$ cat config.mk
export PLATFORM = sky130hd
export DESIGN_NAME = pulse_gen
export DESIGN_NICKNAME = d
export VERILOG_FILES = /design/src/rtl/pulse_gen_pkg.sv /design/src/rtl/phase_counter.sv /design/src/rtl/pulse_gen.sv
export SDC_FILE = /design/constraint.sdc
export NUM_CORES = 1
export LEC_CHECK = 0
export ABC_AREA = 1
export BUFFER_PORTS_ARGS = -buffer_cell sky130_fd_sc_hd__buf_2
export CAP_MARGIN = 10
export CORE_ASPECT_RATIO = 1.75
export CORE_UTILIZATION = 60
export CTS_CLUSTER_SIZE = 16
export DETAILED_ROUTE_END_ITERATION = 10
export PLACE_DENSITY = 0.81
export SLEW_MARGIN = 20
export SYNTH_ARGS = -nofsm -noshare
export SYNTH_HDL_FRONTEND = slang
export SYNTH_HIERARCHICAL = 1
export SYNTH_SLANG_ARGS = --single-unit
$ cat constraint.sdc
create_clock -name clk -period 4 [get_ports clk]
set_clock_uncertainty 0.05 [all_clocks]
set_input_delay 0.6 -clock clk [delete_from_list [all_inputs] [get_ports clk]]
set_output_delay 0.6 -clock clk [all_outputs]
set_load 0.02 [all_outputs]
$ cat src/rtl/pulse_gen_pkg.sv
// pulse_gen_pkg: shared state encoding and mode constants for the pulse generator.
package pulse_gen_pkg;

    typedef enum logic {IDLE, RUN} state_t;

    localparam logic MODE_CONT  = 1'b0;
    localparam logic MODE_BURST = 1'b1;

endpackage

$ cat src/rtl/phase_counter.sv
// phase_counter: counts 0..limit-1 and flags the last phase so the caller can count periods.
module phase_counter #(
    parameter int unsigned CNT_W = 8
) (
    input  logic             clk,
    input  logic             rst,
    input  logic             clear,
    input  logic             enable,
    input  logic [CNT_W-1:0] limit,
    output logic [CNT_W-1:0] phase,
    output logic             wrap
);

    logic [CNT_W-1:0] phase_q, phase_d;

    // limit is never zero, so limit-1 cannot underflow
    assign wrap  = (phase_q == limit - CNT_W'(1));
    assign phase = phase_q;

    always_comb begin
        phase_d = clear  ? '0 :
                  enable ? (wrap ? '0 : phase_q + CNT_W'(1)) :
                  phase_q;
    end

    always_ff @(posedge clk or negedge rst) begin
        if (!rst) phase_q <= '0;
        else      phase_q <= phase_d;
    end

endmodule

$ cat src/rtl/pulse_gen.sv
// pulse_gen: programmable continuous or burst pulse train with registered out/busy/done.
module pulse_gen
    import pulse_gen_pkg::*;
#(
    parameter int unsigned CNT_W      = 8,
    parameter int unsigned DEF_PERIOD = 4,
    parameter int unsigned DEF_HIGH   = 1
) (
    input  logic             clk,
    input  logic             rst,
    input  logic             start,
    input  logic             stop,
    input  logic             mode,
    input  logic [CNT_W-1:0] period,
    input  logic [CNT_W-1:0] high_len,
    input  logic [CNT_W-1:0] burst_len,
    output logic             out,
    output logic             busy,
    output logic             done
);

    state_t           state_q, state_d;
    logic [CNT_W-1:0] p_q, p_d, h_q, h_d, n_q, n_d, cnt_q, cnt_d;
    logic             mode_q, mode_d;
    logic             out_q, out_d, busy_q, busy_d, done_q, done_d;
    logic [CNT_W-1:0] p_in, h_in, n_in, phase, ph_nxt;
    logic             wrap, clr, en, finish;

    phase_counter #(.CNT_W(CNT_W)) u_phase (
        .clk    (clk),
        .rst    (rst),
        .clear  (clr),
        .enable (en),
        .limit  (p_q),
        .phase  (phase),
        .wrap   (wrap)
    );

    assign p_in   = (period == '0) ? CNT_W'(1) : period;
    assign h_in   = (high_len > p_in) ? p_in : high_len;
    assign n_in   = (burst_len == '0) ? CNT_W'(1) : burst_len;
    assign ph_nxt = wrap ? '0 : phase + CNT_W'(1);
    // burst ends on the wrap that completes the Nth period
    assign finish = (mode_q == MODE_BURST) && wrap && (cnt_q == n_q - CNT_W'(1));

    always_comb begin
        state_d = state_q;
        p_d     = p_q;
        h_d     = h_q;
        n_d     = n_q;
        mode_d  = mode_q;
        cnt_d   = cnt_q;
        out_d   = out_q;
        busy_d  = busy_q;
        done_d  = 1'b0;
        clr     = 1'b0;
        en      = 1'b0;
        if (start) begin
            state_d = RUN;
            p_d     = p_in;
            h_d     = h_in;
            n_d     = n_in;
            mode_d  = mode;
            cnt_d   = '0;
            out_d   = (h_in != '0);
            busy_d  = 1'b1;
            clr     = 1'b1;
        end else if (state_q == RUN) begin
            if (stop || finish) begin
                state_d = IDLE;
                cnt_d   = '0;
                out_d   = 1'b0;
                busy_d  = 1'b0;
                done_d  = 1'b1;
                clr     = 1'b1;
            end else begin
                en    = 1'b1;
                out_d = (ph_nxt < h_q);
                cnt_d = (wrap && cnt_q != '1) ? cnt_q + CNT_W'(1) : cnt_q;
            end
        end
    end

    always_ff @(posedge clk or negedge rst) begin
        if (!rst) begin
            state_q <= IDLE;
            p_q     <= CNT_W'(DEF_PERIOD);
            h_q     <= CNT_W'(DEF_HIGH);
            n_q     <= CNT_W'(1);
            mode_q  <= MODE_CONT;
            cnt_q   <= '0;
            out_q   <= 1'b0;
            busy_q  <= 1'b0;
            done_q  <= 1'b0;
        end else begin
            state_q <= state_d;
            p_q     <= p_d;
            h_q     <= h_d;
            n_q     <= n_d;
            mode_q  <= mode_d;
            cnt_q   <= cnt_d;
            out_q   <= out_d;
            busy_q  <= busy_d;
            done_q  <= done_d;
        end
    end

    assign out  = out_q;
    assign busy = busy_q;
    assign done = done_q;

endmodule
==> results.rst <==
.. list-table::
   :header-rows: 1

   * - Metric
     - Value
   * - Status
     - finished with violations
   * - Violations in the final reports
     - DRC
   * - Synthesis-to-layout area growth
     - 8.93%
   * - Total negative slack for setup checks
     - 0 ps
   * - Unrepaired setup endpoints after global routing
     - false
   * - Leading cell types in the layout, fill and taps excluded
     - 158 x sky130_fd_sc_hd__nand2_1, 69 x sky130_fd_sc_hd__inv_1, 57 x sky130_fd_sc_hd__nor2_1
   * - Total Die Area
     - 0.00575 mm²
   * - Sw Ratio
     - 33.5%
   * - H-tree levels
     - 2
   * - First-pass GRT wire length
     - 12.9 mm
   * - Proportion of synthesized chip area in sequential cells
     - roughly a third
   * - Drt via density
     - 5.41
   * - Worst-margin pin slew
     - 554 ps
   * - Pwr per Cell Area
     - 300 mW/mm²
   * - Hold Vio Cnt, Final
     - 0
   * - Depth of the worst register-to-register path
     - 27
   * - Starting DRT DRC Count
     - ~110
   * - Arrival time worst endpoint
     - 3600 ps
   * - Worst slew margin
     - between 60% and 70%
   * - Routed metal-1 wirelength
     - 2.73 mm
   * - Final RePlAce weighted congestion
     - 0.868
   * - Clock Sinks
     - 45
   * - Vert. Die Dim
     - 99.6 µm
   * - R2r endpoint
     - u_phase/phase[4]
   * - Minimum setup slack among reg-to-reg paths
     - 590 ps
   * - Post-CTS setup buffer count
     - 0
   * - Cell count after synthesis
     - 492
   * - Final wirelength
     - 7.45 mm
   * - Number of I/O pins
     - 32
   * - Max Cap Viol
     - 0
   * - Antenna violations before repair
     - 0
   * - Layout cells sized above 1
     - 11.2%
   * - Count of antenna diodes in the layout
     - 0
   * - Pin count of the biggest net entering global routing
     - 46
   * - Met2 layer wire length in the routed design
     - 4.24 mm
   * - Number of vias after detailed routing
     - 3,139
   * - Met3 WL post-DR
     - 204 µm
   * - Total leakage power
     - 1.99 nW
   * - Number of warning messages in the yosys log
     - 6
   * - Worst EP required
     - 4190 ps
   * - Pre-CTS setup slack
     - 543 ps
   * - Effective utilization at floorplan
     - 62.1%
   * - Via count of the first global-routing pass
     - 3,091
   * - Count of distinct cell types in the synthesized netlist
     - 28
   * - Count of hold buffers inserted by post-cts repair
     - 0
   * - Share of power burned in the clock network
     - about a quarter
   * - Clock Tree Root
     - sky130_fd_sc_hd__clkbuf_8
   * - Sum of overflow across all layers after global routing
     - 0
   * - Total routing usage reported by global routing
     - 29.2%
   * - Nets in the synthesized netlist
     - 541
   * - Detailed-routing iteration count for the pre-antenna-repair pass
     - 7
   * - Shortest clock period the worst path allows after layout
     - around 3400 ps
   * - Antenna viol nets, final
     - 0
   * - Worst flop-to-flop path startpoint
     - p_q[0]
   * - Multi-input combinational cell area
     - approximately 0.0018 mm²
   * - Most frequent standard cell in the layout excluding fill and tap cells
     - sky130_fd_sc_hd__nand2_1
   * - Sequential cell fraction of total power
     - 50.0%
   * - Die Wd
     - 57.8 µm
   * - Insertion delay to the later sink of the worst-skew pair
     - around 300 ps
   * - Critical path capture point type
     - flip-flop
   * - # nets final
     - around 570
   * - Mean cell area of the mapped netlist
     - 6.64 µm²
   * - Startpoint kind of the worst setup timing path
     - flip-flop
   * - Site row count
     - 35
   * - Register bit count reported by yosys
     - 45
   * - Period utilization
     - 85.3%
   * - Syn Std Cell Area
     - 0.00327 mm²
   * - Kind of path behind the tightest hold check
     - in -> async
   * - CTS max path bufs
     - 2
   * - Max frequency
     - 293 MHz
   * - TritonCTS Buffers
     - 5
   * - Max layer used
     - met4
   * - DRC violations left
     - 1
   * - Clock transition at path regs
     - 80 ps
   * - Clock tree from TritonCTS
     - yes
   * - Routed WL per cell
     - 12.8 µm
   * - Fillers
     - around 480
   * - HPWL reported at the end of detailed placement
     - 5.92 mm
   * - Final-report setup violation count
     - 0
   * - Number of max-slew violations in the final report
     - 0
   * - Switching Power
     - ~0.36 mW
   * - Combined flip-flop and latch cell area
     - 0.00113 mm²
   * - Largest voltage drop on the vdd net
     - 0.308 mV
   * - Part of the power in combinational logic
     - 24.5%
   * - Path type of the worst setup path
     - reg -> reg
   * - Post-CTS Resized
     - 0
   * - Internal power of the cells
     - between 0.7 and 0.8 mW
   * - Largest fanout of any net on the critical path
     - 9
   * - Setup slack of the critical path after layout
     - 589 ps
   * - Core Footprint
     - 0.00526 mm²
   * - Port bufs
     - 31
-- final cells by class --
cell class                      count  area share (%)
Clock inverter                      2           0.281
Clock buffer                        6            2.04
Tap cell                           55            1.93
Sequential cell                    45            31.8
Inverter                           73            7.70
Timing Repair Buffer               32            4.64
Multi-Input combinational cell    367            51.6
-- worst max-delay path, cell delays in order (launching register included) --
cell                      delay, ps
sky130_fd_sc_hd__dfrtp_1        400
sky130_fd_sc_hd__inv_1          140
sky130_fd_sc_hd__ha_1           270
sky130_fd_sc_hd__nand2_1         70
sky130_fd_sc_hd__inv_1           40
sky130_fd_sc_hd__nor2_1          70
sky130_fd_sc_hd__nand2_1         50
sky130_fd_sc_hd__nor2_1         100
sky130_fd_sc_hd__nand3_1         80
sky130_fd_sc_hd__nor2_2         100
sky130_fd_sc_hd__nand2_2        130
sky130_fd_sc_hd__inv_1          200
sky130_fd_sc_hd__nand2_1         80
sky130_fd_sc_hd__nor2_1         100
sky130_fd_sc_hd__nand3_1         80
sky130_fd_sc_hd__nor2_1         140
sky130_fd_sc_hd__nand2_1         60
sky130_fd_sc_hd__nor2_1          90
sky130_fd_sc_hd__nand3_1         90
sky130_fd_sc_hd__nand3_2        100
sky130_fd_sc_hd__nand2_2        100
sky130_fd_sc_hd__inv_2          140
sky130_fd_sc_hd__nor2_2         110
sky130_fd_sc_hd__nor2_2         250
sky130_fd_sc_hd__nand2_1         90
sky130_fd_sc_hd__nor2_1          90
sky130_fd_sc_hd__nand2_1         60
sky130_fd_sc_hd__nand2_1         60
-- worst max-delay path by stage --
stage / from / slack, ps / to
2_1_floorplan: p_q[0] / 950 / u_phase/phase[4]
3_3_place_gp: p_q[0] / 680 / u_phase/phase[4]
3_5_place_dp: p_q[0] / 540 / u_phase/phase[4]
4_1_cts: p_q[0] / 520 / u_phase/phase[4]
5_1_grt: p_q[0] / 60 / u_phase/phase[4]
6_report: p_q[0] / 590 / u_phase/phase[4]
-- per-stage QoR --
step	total power [mW]	cells	cell area (µm²)	util [%]	hold WS, ps
after floorplan	0.717	492	3270	-	254
after global placement	0.793	572	3470	66.0	420
after detailed placement	0.803	572	3470	66.0	423
after CTS	1.07	580	3550	67.6	442
after global routing	1.14	580	3560	67.7	290
final	1.07	580	3560	67.7	239
-- registers in the layout (all words and copies together) (netlist names) --
| signal | count |
|---|---|
| busy | 1 |
| cnt_q | 8 |
| done | 1 |
| h_q | 8 |
| mode_q | 1 |
| n_q | 8 |
| out | 1 |
| p_q | 8 |
| state_q | 1 |
| u_phase/phase | 8 |
-- Yosys cell counts --
master | n | area, µm²
sky130_fd_sc_hd__nand3_1 | 35 | 175
sky130_fd_sc_hd__nor2_1 | 58 | 218
sky130_fd_sc_hd__inv_2 | 3 | 11.3
sky130_fd_sc_hd__inv_1 | 69 | 259
sky130_fd_sc_hd__or2_2 | 1 | 6.26
sky130_fd_sc_hd__dfstp_2 | 3 | 78.8
sky130_fd_sc_hd__nand3_2 | 1 | 10.0
sky130_fd_sc_hd__nand3b_1 | 2 | 15.0
sky130_fd_sc_hd__a21oi_1 | 15 | 75.1
sky130_fd_sc_hd__a21o_1 | 1 | 7.51
sky130_fd_sc_hd__and3_1 | 2 | 12.5
sky130_fd_sc_hd__clkbuf_1 | 6 | 22.5
sky130_fd_sc_hd__nor2_2 | 6 | 37.5
sky130_fd_sc_hd__nor3_1 | 5 | 25.0
sky130_fd_sc_hd__buf_2 | 1 | 5.00
sky130_fd_sc_hd__ha_1 | 20 | 250
sky130_fd_sc_hd__or2_1 | 1 | 6.26
sky130_fd_sc_hd__xor2_1 | 13 | 114
sky130_fd_sc_hd__nand4_1 | 5 | 31.3
sky130_fd_sc_hd__nand2_1 | 158 | 593
sky130_fd_sc_hd__nand4_2 | 1 | 12.5
sky130_fd_sc_hd__nand2_2 | 4 | 25.0
sky130_fd_sc_hd__nor3b_1 | 1 | 7.51
sky130_fd_sc_hd__o21ai_0 | 32 | 160
sky130_fd_sc_hd__dfrtp_1 | 42 | 1050
sky130_fd_sc_hd__a311oi_1 | 1 | 8.76
sky130_fd_sc_hd__xnor2_1 | 5 | 43.8
sky130_fd_sc_hd__clkinv_1 | 1 | 3.75
-- routing by layer --
| layer | vias up | GRT usage (%) |
|---|---|---|
| li1 | 1603 | - |
| met3 | 25 | 2.99 |
| met5 | - | 0 |
| met4 | 0 | 14.5 |
| met2 | 66 | 57.4 |
| met1 | 1445 | 28.9 |
-- power groups by stage --
stage / sequential [mW] / clock (mW) / combinational [mW]
2_1_floorplan: 0.531 / 0 / 0.186
3_3_place_gp: 0.541 / 0 / 0.252
3_5_place_dp: 0.542 / 0 / 0.260
4_1_cts: 0.533 / 0.276 / 0.262
5_1_grt: 0.538 / 0.293 / 0.307
6_report: 0.533 / 0.273 / 0.261
-- kinds of logic (layout without fill, tap and decap cells) --
group / count (synthesis) / count (layout) / synth area share, %
flops: 45 / 45 / 34.6
fa+ha+maj: 20 / 20 / 7.66
xor+xnor: 18 / 18 / 4.83
simple gates: 280 / 280 / 36.0
buf+inv: 80 / 113 / 9.23
compound gates: 49 / 49 / 7.70
Note: power is estimated with default switching activity, not from simulation.
